### config.mk
export PLATFORM = sky130hd
export DESIGN_NAME = sweep_ctrl
export DESIGN_NICKNAME = d
export VERILOG_FILES = /design/src/rtl/sweep_ctrl.sv
export SDC_FILE = /design/constraint.sdc
export NUM_CORES = 1
export LEC_CHECK = 0
export CAP_MARGIN = 20
export CORE_MARGIN = 8
export CORE_UTILIZATION = 40
export DETAILED_ROUTE_END_ITERATION = 8
export PLACE_DENSITY = 0.63
export SLEW_MARGIN = 30
export SYNTH_ARGS = -nofsm -noshare
export SYNTH_HDL_FRONTEND = slang
export SYNTH_SLANG_ARGS = --single-unit
### constraint.sdc
create_clock -name clk -period 3.1 [get_ports clk]
set_input_delay 0.465 -clock clk [delete_from_list [all_inputs] [get_ports clk]]
set_output_delay 0.465 -clock clk [all_outputs]
set_load 0.005 [all_outputs]
### src/rtl/sweep_ctrl.sv
// Sequencer that steers an external 8-bit up/down counter through triangular
// sweeps between latched bounds lo_q and hi_q, for a set number of sweeps or until stopped.
module sweep_ctrl #(
   parameter int WIDTH = 8,
   parameter int CW    = 8
) (
   input  logic             clk,
   input  logic             rst_n,
   input  logic             start,
   input  logic             stop,
   input  logic             zero,
   input  logic [WIDTH-1:0] lo,
   input  logic [WIDTH-1:0] hi,
   input  logic [CW-1:0]    cycles,
   input  logic [WIDTH-1:0] ctr_count,
   output logic             ctr_ld,
   output logic             ctr_clr,
   output logic             ctr_mode,
   output logic [WIDTH-1:0] ctr_d,
   output logic             busy,
   output logic             dir_up,
   output logic             done,
   output logic             err,
   output logic [CW-1:0]    sweeps
);

   typedef enum logic [2:0] {
      S_IDLE = 3'd0,
      S_LOAD = 3'd1,
      S_UP   = 3'd2,
      S_DOWN = 3'd3,
      S_DONE = 3'd4
   } state_t;

   localparam logic [WIDTH-1:0] W_ONE  = {{(WIDTH-1){1'b0}}, 1'b1};
   localparam logic [CW-1:0]    CW_ONE = {{(CW-1){1'b0}}, 1'b1};
   localparam logic [CW-1:0]    CW_ZERO = {CW{1'b0}};

   state_t           state_r, state_s;
   logic [WIDTH-1:0] lo_q, hi_q;
   logic [CW-1:0]    cyc_q;
   logic [CW-1:0]    sweeps_r;
   logic [CW-1:0]    sweeps_inc_s;
   logic             done_r, err_r;
   logic             start_ok_s, start_bad_s, sweep_end_s;

   assign sweeps_inc_s = sweeps_r + CW_ONE;

   // Next-state and counter control; hold (load own value) is the default.
   always_comb begin
      state_s     = state_r;
      ctr_ld      = 1'b1;
      ctr_d       = ctr_count;
      ctr_clr     = 1'b0;
      ctr_mode    = 1'b0;
      start_ok_s  = 1'b0;
      start_bad_s = 1'b0;
      sweep_end_s = 1'b0;
      if (!rst_n) begin
         state_s = S_IDLE;
      end else if (stop) begin
         state_s = S_IDLE;
      end else begin
         case (state_r)
            S_IDLE: begin
               if (zero) begin
                  ctr_ld  = 1'b0;
                  ctr_clr = 1'b1;
               end else begin
                  ctr_ld  = 1'b1;
               end
               if (start && (lo < hi)) begin
                  start_ok_s = 1'b1;
                  state_s    = S_LOAD;
               end else if (start) begin
                  start_bad_s = 1'b1;
               end else begin
                  state_s = S_IDLE;
               end
            end
            S_LOAD: begin
               ctr_d   = lo_q;
               state_s = S_UP;
            end
            S_UP: begin
               ctr_ld   = 1'b0;
               ctr_mode = 1'b1;
               if (ctr_count == (hi_q - W_ONE)) begin
                  state_s = S_DOWN;
               end else begin
                  state_s = S_UP;
               end
            end
            S_DOWN: begin
               ctr_ld = 1'b0;
               if (ctr_count == (lo_q + W_ONE)) begin
                  sweep_end_s = 1'b1;
                  if ((cyc_q != CW_ZERO) && (sweeps_inc_s == cyc_q)) begin
                     state_s = S_DONE;
                  end else begin
                     state_s = S_UP;
                  end
               end else begin
                  state_s = S_DOWN;
               end
            end
            S_DONE:  state_s = S_IDLE;
            default: state_s = S_IDLE;
         endcase
      end
   end

   // State register.
   always_ff @(posedge clk or negedge rst_n) begin
      if (!rst_n) begin
         state_r <= S_IDLE;
      end else begin
         state_r <= state_s;
      end
   end

   // Latched run parameters, sweep counter and status pulses.
   always_ff @(posedge clk or negedge rst_n) begin
      if (!rst_n) begin
         lo_q     <= {WIDTH{1'b0}};
         hi_q     <= {WIDTH{1'b0}};
         cyc_q    <= CW_ZERO;
         sweeps_r <= CW_ZERO;
         done_r   <= 1'b0;
         err_r    <= 1'b0;
      end else begin
         done_r <= (state_s == S_DONE);
         err_r  <= start_bad_s;
         if (start_ok_s) begin
            lo_q     <= lo;
            hi_q     <= hi;
            cyc_q    <= cycles;
            sweeps_r <= CW_ZERO;
         end else if (sweep_end_s) begin
            sweeps_r <= sweeps_inc_s;
         end else begin
            sweeps_r <= sweeps_r;
         end
      end
   end

   assign busy   = (state_r != S_IDLE);
   assign dir_up = (state_r == S_UP);
   assign done   = done_r;
   assign err    = err_r;
   assign sweeps = sweeps_r;

endmodule

==> summary.md, run 1 <==
| Metric | Value |
|---|---|
| Post-Synthesis Net Count | `roughly 300` |
| Crit path from | `stop` |
| Warnings, synthesis | `0` |
| Initial core utilization | `0.416` |
| Min cycle time layout | `approximately 2.8 ns` |
| PostCTS Resize Cnt | `0` |
| Clock skew | `a little under 0.007 ns` |
| Max incr delay on CP | `~0.45 ns` |
| EDFF count, synth | `0` |
| Wire per inst | `between 15 and 20 um` |
| Syn avg cell area | `~9.7 sq um` |
| # diodes | `0` |
| Via count | `2,113` |
| Initial antenna violation count | `0` |
| Number of nets in the layout | `between 300 and 400` |
| Max Root-Sink Buffers | `2` |
| Top_reg_cell synth | `dfrtp_1` |
| Power Density | `~500 mW/mm^2` |
| Pin count of the biggest net entering global routing | `38` |
| CP dominant cell by count | `clkdlybuf4s50_1` |
| Final wirelength | `around 6400 um` |
| Final Hold Viols | `0` |
| Most frequent cell after synthesis | `dfrtp_1` |
| Clock latency on the worst-skew pair | `0.29 ns` |
| Final RePlAce weighted congestion | `around 0.82` |
| CP startpoint kind | `input pin` |
| FILL cells | `between 500 and 600` |
| Layout cells sized above 1 | `0.152` |
| Root Buffer | `clkbuf_8` |
| # rows | `28` |
| Global-route wire length before repair | `10,600 um` |
| Post-detail-place hpwl | `approximately 5000 um` |
| #FFs+latches synth | `37` |
| Peak VDD IR | `0.275 mV` |
| Core ar. | `0.00599 sq mm` |
| Least-Margin Pin Slew | `about 0.54 ns` |
| Critical Path RT | `2.63 ns` |
| CTS Sinks | `37` |
| Reg2Reg Launch Point | `lo_q[0]` |
| FMAX | `~360 MHz` |
| Vias/cell | `about 5.3` |
| CTS Buf Count | `5` |
| Num ports | `60` |
| Port Buf Inserts | `between 50 and 60` |
| Max FO, Critical Path | `9` |
| DR iter-0 viols | `between 50 and 60` |
| CTS tree | `done` |
| Area contributors post-synth | `dfrtp_1 (37%), mux2_2 (13%), ha_1 (5.0%), xor2_1 (4.9%), xnor2_1 (4.6%)` |
| Placed Instances | `between 300 and 400` |
| Die area | `approximately 0.0090 sq mm` |
| Htree depth | `2` |
| Post-route ant nets | `0` |
| Async S/R FF share, synth | `1.00` |
| CP endpoint kind | `primary output` |
| Cell chain of the critical path | `clkdlybuf4s50_1 -> nor3b_2 -> nand3b_1 -> mux2_2 -> clkdlybuf4s50_1` |
| Grt total ovfl | `0` |
| Synth Cell Area | `0.00249 sq mm` |
| Status | `finished, final reports clean` |
| Cell variety after synth | `48` |
| Die W | `about 95 um` |
| Area Growth Syn to Fin | `32.8%` |
| Synthesized instance count | `257` |
| Top cells by count, synth | `dfrtp_1 (37), mux2_2 (29), nand2_1 (18), inv_1 (15), nor2_1 (15)` |
| Initial DRT Pass Iterations | `4` |
| Worst slew margin | `0.635` |
| Final period utilization | `0.896` |
| Post-CTS Hold Fix Bufs | `0` |
| Synth area leader | `dfrtp_1` |
| Crit path DAT | `~2.3 ns` |
| Yosys top cell area share | `0.371` |
| Die H | `approximately 95 um` |
| TNS Setup | `0 ns` |
| RSZ-0062 raised after global routing | `no` |
| Register area share after synthesis | `0.371` |
| GRT Util Overall | `0.149` |
| CP max stage cell | `clkdlybuf4s50_1` |
| CTS clk-pin slew, worst paths | `~0.080 ns` |
| Vias in the first global route | `2,144` |
| LEAKAGE | `between 1 and 1.5 nW` |
| Max_cap viols | `0` |
| Crit Path Category | `input pin to primary output` |
| Setup violations, final | `0` |
| Min-Delay Path Class | `input pin to async pin` |
| Postcts setup bufs | `0` |
| DRC Markers | `0` |
| Max-slew violation count | `0` |
| Fin cells | `397` |
layout by cell type (no fill, tap or decap), types with 10 or more instances in the layout:
cell type,instances
nor2_1,15
xor2_1,14
nand3_1,11
mux2_2,29
dfrtp_1,37
clkdlybuf4s50_1,58
xnor2_1,13
nand2_1,18
ha_1,10
o21ai_0,13
inv_1,15
final cells by class:
class / count / area [sq um] / area share
Multi-Input combinational cell: 196 / 1470 / 0.442
Sequential cell: 37 / 926 / 0.279
Timing Repair Buffer: 66 / 638 / 0.193
Tap cell: 75 / 93.8 / 0.0283
Clock buffer: 5 / 68.8 / 0.0208
Clock inverter: 3 / 65.1 / 0.0196
Inverter: 15 / 56.3 / 0.0170
power breakdown:
group          leakage [nW]  switching, W  internal [W]  total [W]
sequential            0.469     0.0000996      0.000568   0.000668
combinational         0.886      0.000224      0.000260   0.000483
clock                0.0681      0.000177      0.000320   0.000496
logic make-up (layout without fill, tap and decap cells):
family	Yosys count	count (layout)	synth area share
and+or+nand+nor	84	84	0.186
AOI/OAI and AO/OA	46	46	0.126
DFF	37	37	0.371
muxes	29	29	0.131
xor gates and xnor gates	27	27	0.0948
buffers and inverters	24	89	0.0416
adders and majority gates	10	10	0.0502
final timing paths:
kind / to / slack (ns) / cells after the start
worst max-delay path: ctr_d[7] / 0.32 / 5
worst min-delay path: hi_q[3] / 0.33 / 2
worst max register to register: sweeps[3] / 0.63 / 7
worst min register to register: hi_q[7] / 0.53 / 1
max in group asynchronous: state_r[0] / 2.44 / 2
min in group clk: hi_q[7] / 0.53 / 1
registers in the layout (all words and copies together), names as in the netlist:
signal / flops
cyc_q: 8
hi_q: 8
lo_q: 8
sweeps: 8
state_r: 3
done: 1
err: 1
worst max-delay path, delay by kind of cell:
family                 cells  cell delay [ns]
and+or+nand+nor            2             0.55
muxes                      1             0.41
buffers and inverters      2             0.89
per-stage QoR:
step / worst slack, ns / instance area (sq um) / util / total power (W) / hold slack, ns
after floorplan: 0.646 / 2490 / - / 0.000978 / 0.169
after global placement: 0.252 / 3180 / 0.531 / 0.00114 / 0.521
after detailed placement: 0.245 / 3180 / 0.531 / 0.00115 / 0.518
after CTS: 0.285 / 3310 / 0.553 / 0.00166 / 0.338
after global routing: 0.170 / 3310 / 0.553 / 0.00175 / 0.361
final: 0.323 / 3310 / 0.553 / 0.00165 / 0.332
metal layers:
metal	vias to the layer above	GRT usage	share of wire
met2	50	0.239	0.46
met4	0	0.0429	0.0077
met3	2	0.0389	0.056
li1	1056	-	-
met1	1005	0.193	0.47
met5	-	0	0
(Power assumes the default switching activity.)
==> inputs of run 2 (changes only) <==
Settings changed: CORE_MARGIN 8 to 3.
Clock period 3.1 ns to 2.75 ns, I/O delays scaled along.
==> run 2 against run 1 <==
Against the previous run: sequential power increased by 12%; critical path type unchanged; hold slack got worse by 0.071 ns; clock skew decreased by 0.0023 ns; sequential share of layout area decreased by 0.053 points; worst setup slack got worse by 0.049 ns; register-to-register slack got worse by 0.22 ns; via count decreased by 1.3%.
==> summary.md, run 2 (synthesis results as in run 1) <==
| Metric | Value |
|---|---|
| CTS Sinks | `37 (unchanged)` |
| CTS tree | `done` |
| DR iter-0 viols | `83 (+51%)` |
| Met1 GRT Util | `0.273 (+0.0800)` |
| Post-route ant nets | `0 (unchanged)` |
| # rows | `28 (unchanged)` |
| Vias in the first global route | `2,114 (-1.4%)` |
| Most frequent cells in the layout | `clkdlybuf4s50_1 (58), dfrtp_1 (37), mux2_2 (29)` |
| Commonest non-fill, non-tap cell in the layout | `clkdlybuf4s50_1` |
| Die W | `85.0 um (-11%)` |
| Least-Margin Pin Slew | `0.516 ns (-0.0248 ns)` |
| Post-CTS Hold Fix Bufs | `0 (unchanged)` |
| Max-slew violation count | `0 (unchanged)` |
| Port Buf Inserts | `59 (unchanged)` |
| CTS clk-pin slew, worst paths | `0.08 ns (about the same)` |
| Global route hottest layer | `met2` |
| Pin count of the biggest net entering global routing | `38 (unchanged)` |
| Layout cells sized above 1 | `0.155 (+0.00262)` |
| Max Root-Sink Buffers | `2 (unchanged)` |
| Htree depth | `2 (unchanged)` |
| LEAKAGE | `1.42 nW (-0.38%)` |
| Core ar. | `0.00599 sq mm (unchanged)` |
| Met2 GRT Util | `0.276 (+0.0368)` |
| Critical Path RT | `2.34 ns (-0.29 ns)` |
| Cell chain of the critical path | `clkdlybuf4s50_1 -> nor3b_2 -> nand3b_1 -> buf_4 -> mux2_2 -> clkdlybuf4s50_1` |
| Clock skew | `0.00465 ns (-0.00231 ns)` |
| Post-detail-place hpwl | `4630 um (-6.7%)` |
| Crit path DAT | `2.06 ns (-0.25 ns)` |
| GRT met3 Usage | `0.0388 (-0.0000539)` |
| Min-Delay Path Class | `input pin to async pin` |
| CTS Buf Count | `5 (unchanged)` |
| Crit Path Category | `input pin to primary output` |
| DRC Markers | `0 (unchanged)` |
| Final wirelength | `6020 um (-5.6%)` |
| Global-route wire length before repair | `10,700 um (+0.65%)` |
| Final Worst Setup Slack | `0.274 ns (-0.0493 ns)` |
| DP Worst Slack | `0.00274 ns (-0.242 ns)` |
| Area Growth Syn to Fin | `33.0%` |
| Num ports | `60 (unchanged)` |
| Final Hold Viols | `0 (unchanged)` |
| Max_cap viols | `0 (unchanged)` |
| RSZ-0062 raised after global routing | `no` |
| Final RePlAce weighted congestion | `0.806 (-1.6%)` |
| FMAX | `about 400 MHz` |
| Initial antenna violation count | `0 (unchanged)` |
| CP dominant cell by count | `clkdlybuf4s50_1` |
| Number of nets in the layout | `369 (+0.27%)` |
| Fin cells | `398 (+0.25%)` |
| TNS Setup | `0 ns (unchanged)` |
| Root Buffer | `clkbuf_8` |
| # diodes | `0 (unchanged)` |
| Vias/cell | `5.24 (-1.5%)` |
| Placed Instances | `390 (+0.26%)` |
| Power Density | `536 mW/mm^2 (+7.8%)` |
| Max FO, Critical Path | `9 (unchanged)` |
| Postcts setup bufs | `0 (unchanged)` |
| Die H | `85.0 um (-11%)` |
| Clock latency on the worst-skew pair | `0.29 ns (about the same)` |
| Peak VDD IR | `0.248 mV (-9.6%)` |
| CP max stage cell | `clkdlybuf4s50_1` |
| Min cycle time layout | `around 2.5 ns` |
| Initial DRT Pass Iterations | `4 (unchanged)` |
| Max incr delay on CP | `0.49 ns (+0.04 ns)` |
| Wire per inst | `15.1 um (-5.8%)` |
| CP endpoint kind | `primary output` |
| Status | `finished, final reports clean` |
| CP startpoint kind | `input pin` |
| WP buf/inv | `3 (+1)` |
| Setup violations, final | `0 (unchanged)` |
| PostCTS Resize Cnt | `0 (unchanged)` |
| Grt total ovfl | `0 (unchanged)` |
| Via count | `2,086 (-1.3%)` |
| Die area | `0.00722 sq mm (-20%)` |
| Final period utilization | `0.901` |
| Initial core utilization | `0.416 (unchanged)` |
| Worst slew margin | `0.652 (+0.0167)` |
| Crit path max-delay family | `buffers and inverters` |
| GRT Util Overall | `0.183 (+0.0342)` |
-- run 2: changes by cell type in the layout (fill, tap and decap cells not counted), sizes merged --
cell and delta:
buf +1, bufinv -1, clkbuf +1, clkinv -1
clkinvlp +1
-- run 2: report_power, final --
| part | internal [W] | total (W) | switching [W] |
|---|---|---|---|
| registers | 0.000641 | 0.000751 | 0.000111 |
| clock network | 0.000295 | 0.000496 | 0.000201 |
| logic | 0.000294 | 0.000532 | 0.000238 |
| total | 0.00123 | 0.00178 | 0.000550 |
-- run 2: layout make-up --
class,count,area [sq um]
Tap cell,75,93.8
Multi-Input combinational cell,196,1470
Sequential cell,37,926
Inverter,15,56.3
Fill cell,557,2670
Timing Repair Buffer,67,658
Clock inverter,2,37.5
Clock buffer,6,82.6
-- run 2: metrics by stage --
step / total power, W / area (sq um) / hold slack (ns) / utilization
after global routing: 0.00191 / 3320 / 0.309 / 0.554
after CTS: 0.00180 / 3320 / 0.285 / 0.554
after floorplan: 0.00110 / 2490 / 0.117 / -
after detailed placement: 0.00130 / 3200 / 0.523 / 0.534
after global placement: 0.00128 / 3200 / 0.518 / 0.534
final: 0.00178 / 3320 / 0.261 / 0.554
-- run 2: metal layers --
metal	wire, um	part of all wire
met5	0	0
met4	45	0.0075
met3	316	0.053
met2	2710	0.45
met1	2940	0.49
-- run 2: worst paths after layout --
| kind | start | to | slack (ns) | depth (start not counted) |
|---|---|---|---|---|
| min in group clk | cyc_q[2] | cyc_q[2] | 0.54 | 1 |
| worst max register to register | sweeps[0] | state_r[1] | 0.41 | 7 |
| worst min-delay path | rst_n | err | 0.26 | 2 |
| worst max-delay path | stop | ctr_d[1] | 0.27 | 6 |
| max in group asynchronous | rst_n | hi_q[3] | 2.15 | 2 |
| worst min register to register | cyc_q[2] | cyc_q[2] | 0.54 | 1 |
==> inputs of run 3 (changes only) <==
Settings changed: CORE_UTILIZATION 40 to 50, PLACE_DENSITY 0.63 to 0.76.
==> run 3 against run 2 <==
Against the previous run: non-clock buffer count is 2 higher; combinational power is 2% higher; critical path type unchanged; hold slack worse by 0.095 ns; wire length is 0.52% lower; critical path depth stayed put; utilization is 14 points higher.
==> summary.md, run 3 (synthesis results as in run 1) <==
| Metric | Value |
|---|---|
| Post-detail-place hpwl | `4570 um (-1.3%)` |
| DRC Markers | `0 (unchanged)` |
| Max-slew violation count | `0 (unchanged)` |
| Die W | `76.6 um (-9.8%)` |
| Crit Path Category | `input pin to primary output` |
| CP endpoint kind | `primary output` |
| Pin count of the biggest net entering global routing | `39 (+2.6%)` |
| Root Buffer | `clkbuf_8` |
| Post-route ant nets | `0 (unchanged)` |
| Core ar. | `0.00479 sq mm (-20%)` |
| Via count | `2,167 (+3.9%)` |
| Initial antenna violation count | `0 (unchanged)` |
| Initial core utilization | `0.521 (+0.105)` |
| LEAKAGE | `1.43 nW (+0.54%)` |
| Final wirelength | `5980 um (-0.52%)` |
| CP startpoint kind | `input pin` |
| TNS Setup | `0 ns (unchanged)` |
| Commonest non-fill, non-tap cell in the layout | `clkdlybuf4s50_1` |
| WP buf/inv | `3 (unchanged)` |
| Cell chain of the critical path | `clkdlybuf4s50_1 -> nor3b_2 -> nand3b_1 -> buf_4 -> mux2_2 -> clkdlybuf4s50_1` |
| Initial DRT Pass Iterations | `4 (unchanged)` |
| Setup violations, final | `0 (unchanged)` |
| FILL cells | `388 (-30%)` |
| Vias in the first global route | `2,089 (-1.2%)` |
| Final period utilization | `0.938 (+0.0375)` |
| Critical Path RT | `2.34 ns (about the same)` |
| Layout cells sized above 1 | `0.160 (+0.00520)` |
| FMAX | `388 MHz (-4.0%)` |
| Clock skew | `0.0137 ns (+0.00901 ns)` |
| Max incr delay on CP | `0.45 ns (-0.04 ns)` |
| Crit path max-delay family | `buffers and inverters` |
| Max Root-Sink Buffers | `2 (unchanged)` |
| Area Growth Syn to Fin | `33.0% (unchanged)` |
| Least-Margin Pin Slew | `0.561 ns (+0.0446 ns)` |
| RSZ-0062 raised after global routing | `no` |
| Number of nets in the layout | `371 (+0.54%)` |
| Max FO, Critical Path | `9 (unchanged)` |
| Min cycle time layout | `2.58 ns (+0.103 ns)` |
| PostCTS Resize Cnt | `0 (unchanged)` |
| Power Density | `536 mW/mm^2 (about the same)` |
| Multi-input combinational cell area | `0.00147 sq mm (unchanged)` |
| Most frequent cells in the layout | `clkdlybuf4s50_1 (58), dfrtp_1 (37), mux2_2 (29)` |
| Crit path DAT | `2.17 ns (+0.11 ns)` |
| Postcts setup bufs | `0 (unchanged)` |
| CTS clk-pin slew, worst paths | `0.08 ns (about the same)` |
| Die H | `76.6 um (-9.8%)` |
| Reg area | `926 sq um (unchanged)` |
| Post-CTS Hold Fix Bufs | `0 (unchanged)` |
| Port Buf Inserts | `59 (unchanged)` |
| GRT Util Overall | `0.212 (+0.0288)` |
| CP max stage cell | `clkdlybuf4s50_1` |
| Clock latency on the worst-skew pair | `0.29 ns (about the same)` |
| CTS Buf Count | `5 (unchanged)` |
| Final RePlAce weighted congestion | `0.843 (+4.7%)` |
| Tot Pwr | `0.00178 W (about the same)` |
| CP dominant cell by count | `clkdlybuf4s50_1` |
| Worst slew margin | `0.625 (-0.0275)` |
| # rows | `25 (-11%)` |
| Final Hold Viols | `0 (unchanged)` |
| Vias/cell | `5.53 (+5.5%)` |
| DR iter-0 viols | `123 (+48%)` |
| Peak VDD IR | `0.364 mV (+47%)` |
| Max_cap viols | `0 (unchanged)` |
| Wire per inst | `15.3 um (+1.0%)` |
| CTS tree | `done` |
| CTS Sinks | `37 (unchanged)` |
| Grt total ovfl | `0 (unchanged)` |
| Min-Delay Path Class | `input pin to async pin` |
| Status | `finished, final reports clean` |
| Die area | `0.00587 sq mm (-19%)` |
| Htree depth | `2 (unchanged)` |
| # diodes | `0 (unchanged)` |
| Global-route wire length before repair | `9990 um (-6.3%)` |
| Num ports | `60 (unchanged)` |
run 3: changes by cell type in the layout (fill, tap and decap cells not counted), sizes merged:
cell | before | now
buf | 9 | 11
clkbuf | 6 | 5
clkinv | 0 | 1
run 3: final timing paths:
| path | start | endpoint | slack, ns | depth (start not counted) |
|---|---|---|---|---|
| min in group clk | hi_q[4] | hi_q[4] | 0.57 | 1 |
| max in group asynchronous | rst_n | hi_q[5] | 2.25 | 2 |
| worst max register to register | lo_q[0] | sweeps[2] | 0.42 | 8 |
| worst min register to register | hi_q[4] | hi_q[4] | 0.57 | 1 |
| worst max-delay path | stop | ctr_d[6] | 0.17 | 6 |
| worst min-delay path | rst_n | lo_q[3] | 0.17 | 2 |
run 3: through the flow:
step                 util  worst slack [ns]  hold WS [ns]  cells  area [sq um]
detailed placement  0.670           -0.0420         0.509    384          3200
global placement    0.670            0.0347         0.508    384          3200
CTS                 0.694             0.149         0.187    392          3320
finish              0.694             0.170         0.165    392          3320
floorplan               -             0.349         0.117    257          2490
global route        0.694            0.0723         0.216    392          3320
run 3: cell type report:
cell class              count  area share
repair buffers             69       0.203
clock buffers               5      0.0207
flip-flops and latches     37       0.279
clock inverters             3      0.0139
multi-input cells         196       0.441
well taps                  67      0.0253
inverters                  15      0.0170
run 3: power breakdown:
group | internal (W) | switching, W | total [W] | leakage (nW)
registers | 0.000641 | 0.000112 | 0.000752 | 0.469
clock network | 0.000271 | 0.000212 | 0.000484 | 0.0543
logic | 0.000295 | 0.000248 | 0.000543 | 0.902
total | 0.00121 | 0.000572 | 0.00178 | 1.43
run 3: routing by layer:
layer / global-route usage / share of wire
met2: 0.344 / 0.47
met5: 0 / 0
met4: 0.0779 / 0.017
met1: 0.282 / 0.47
met3: 0.0402 / 0.039
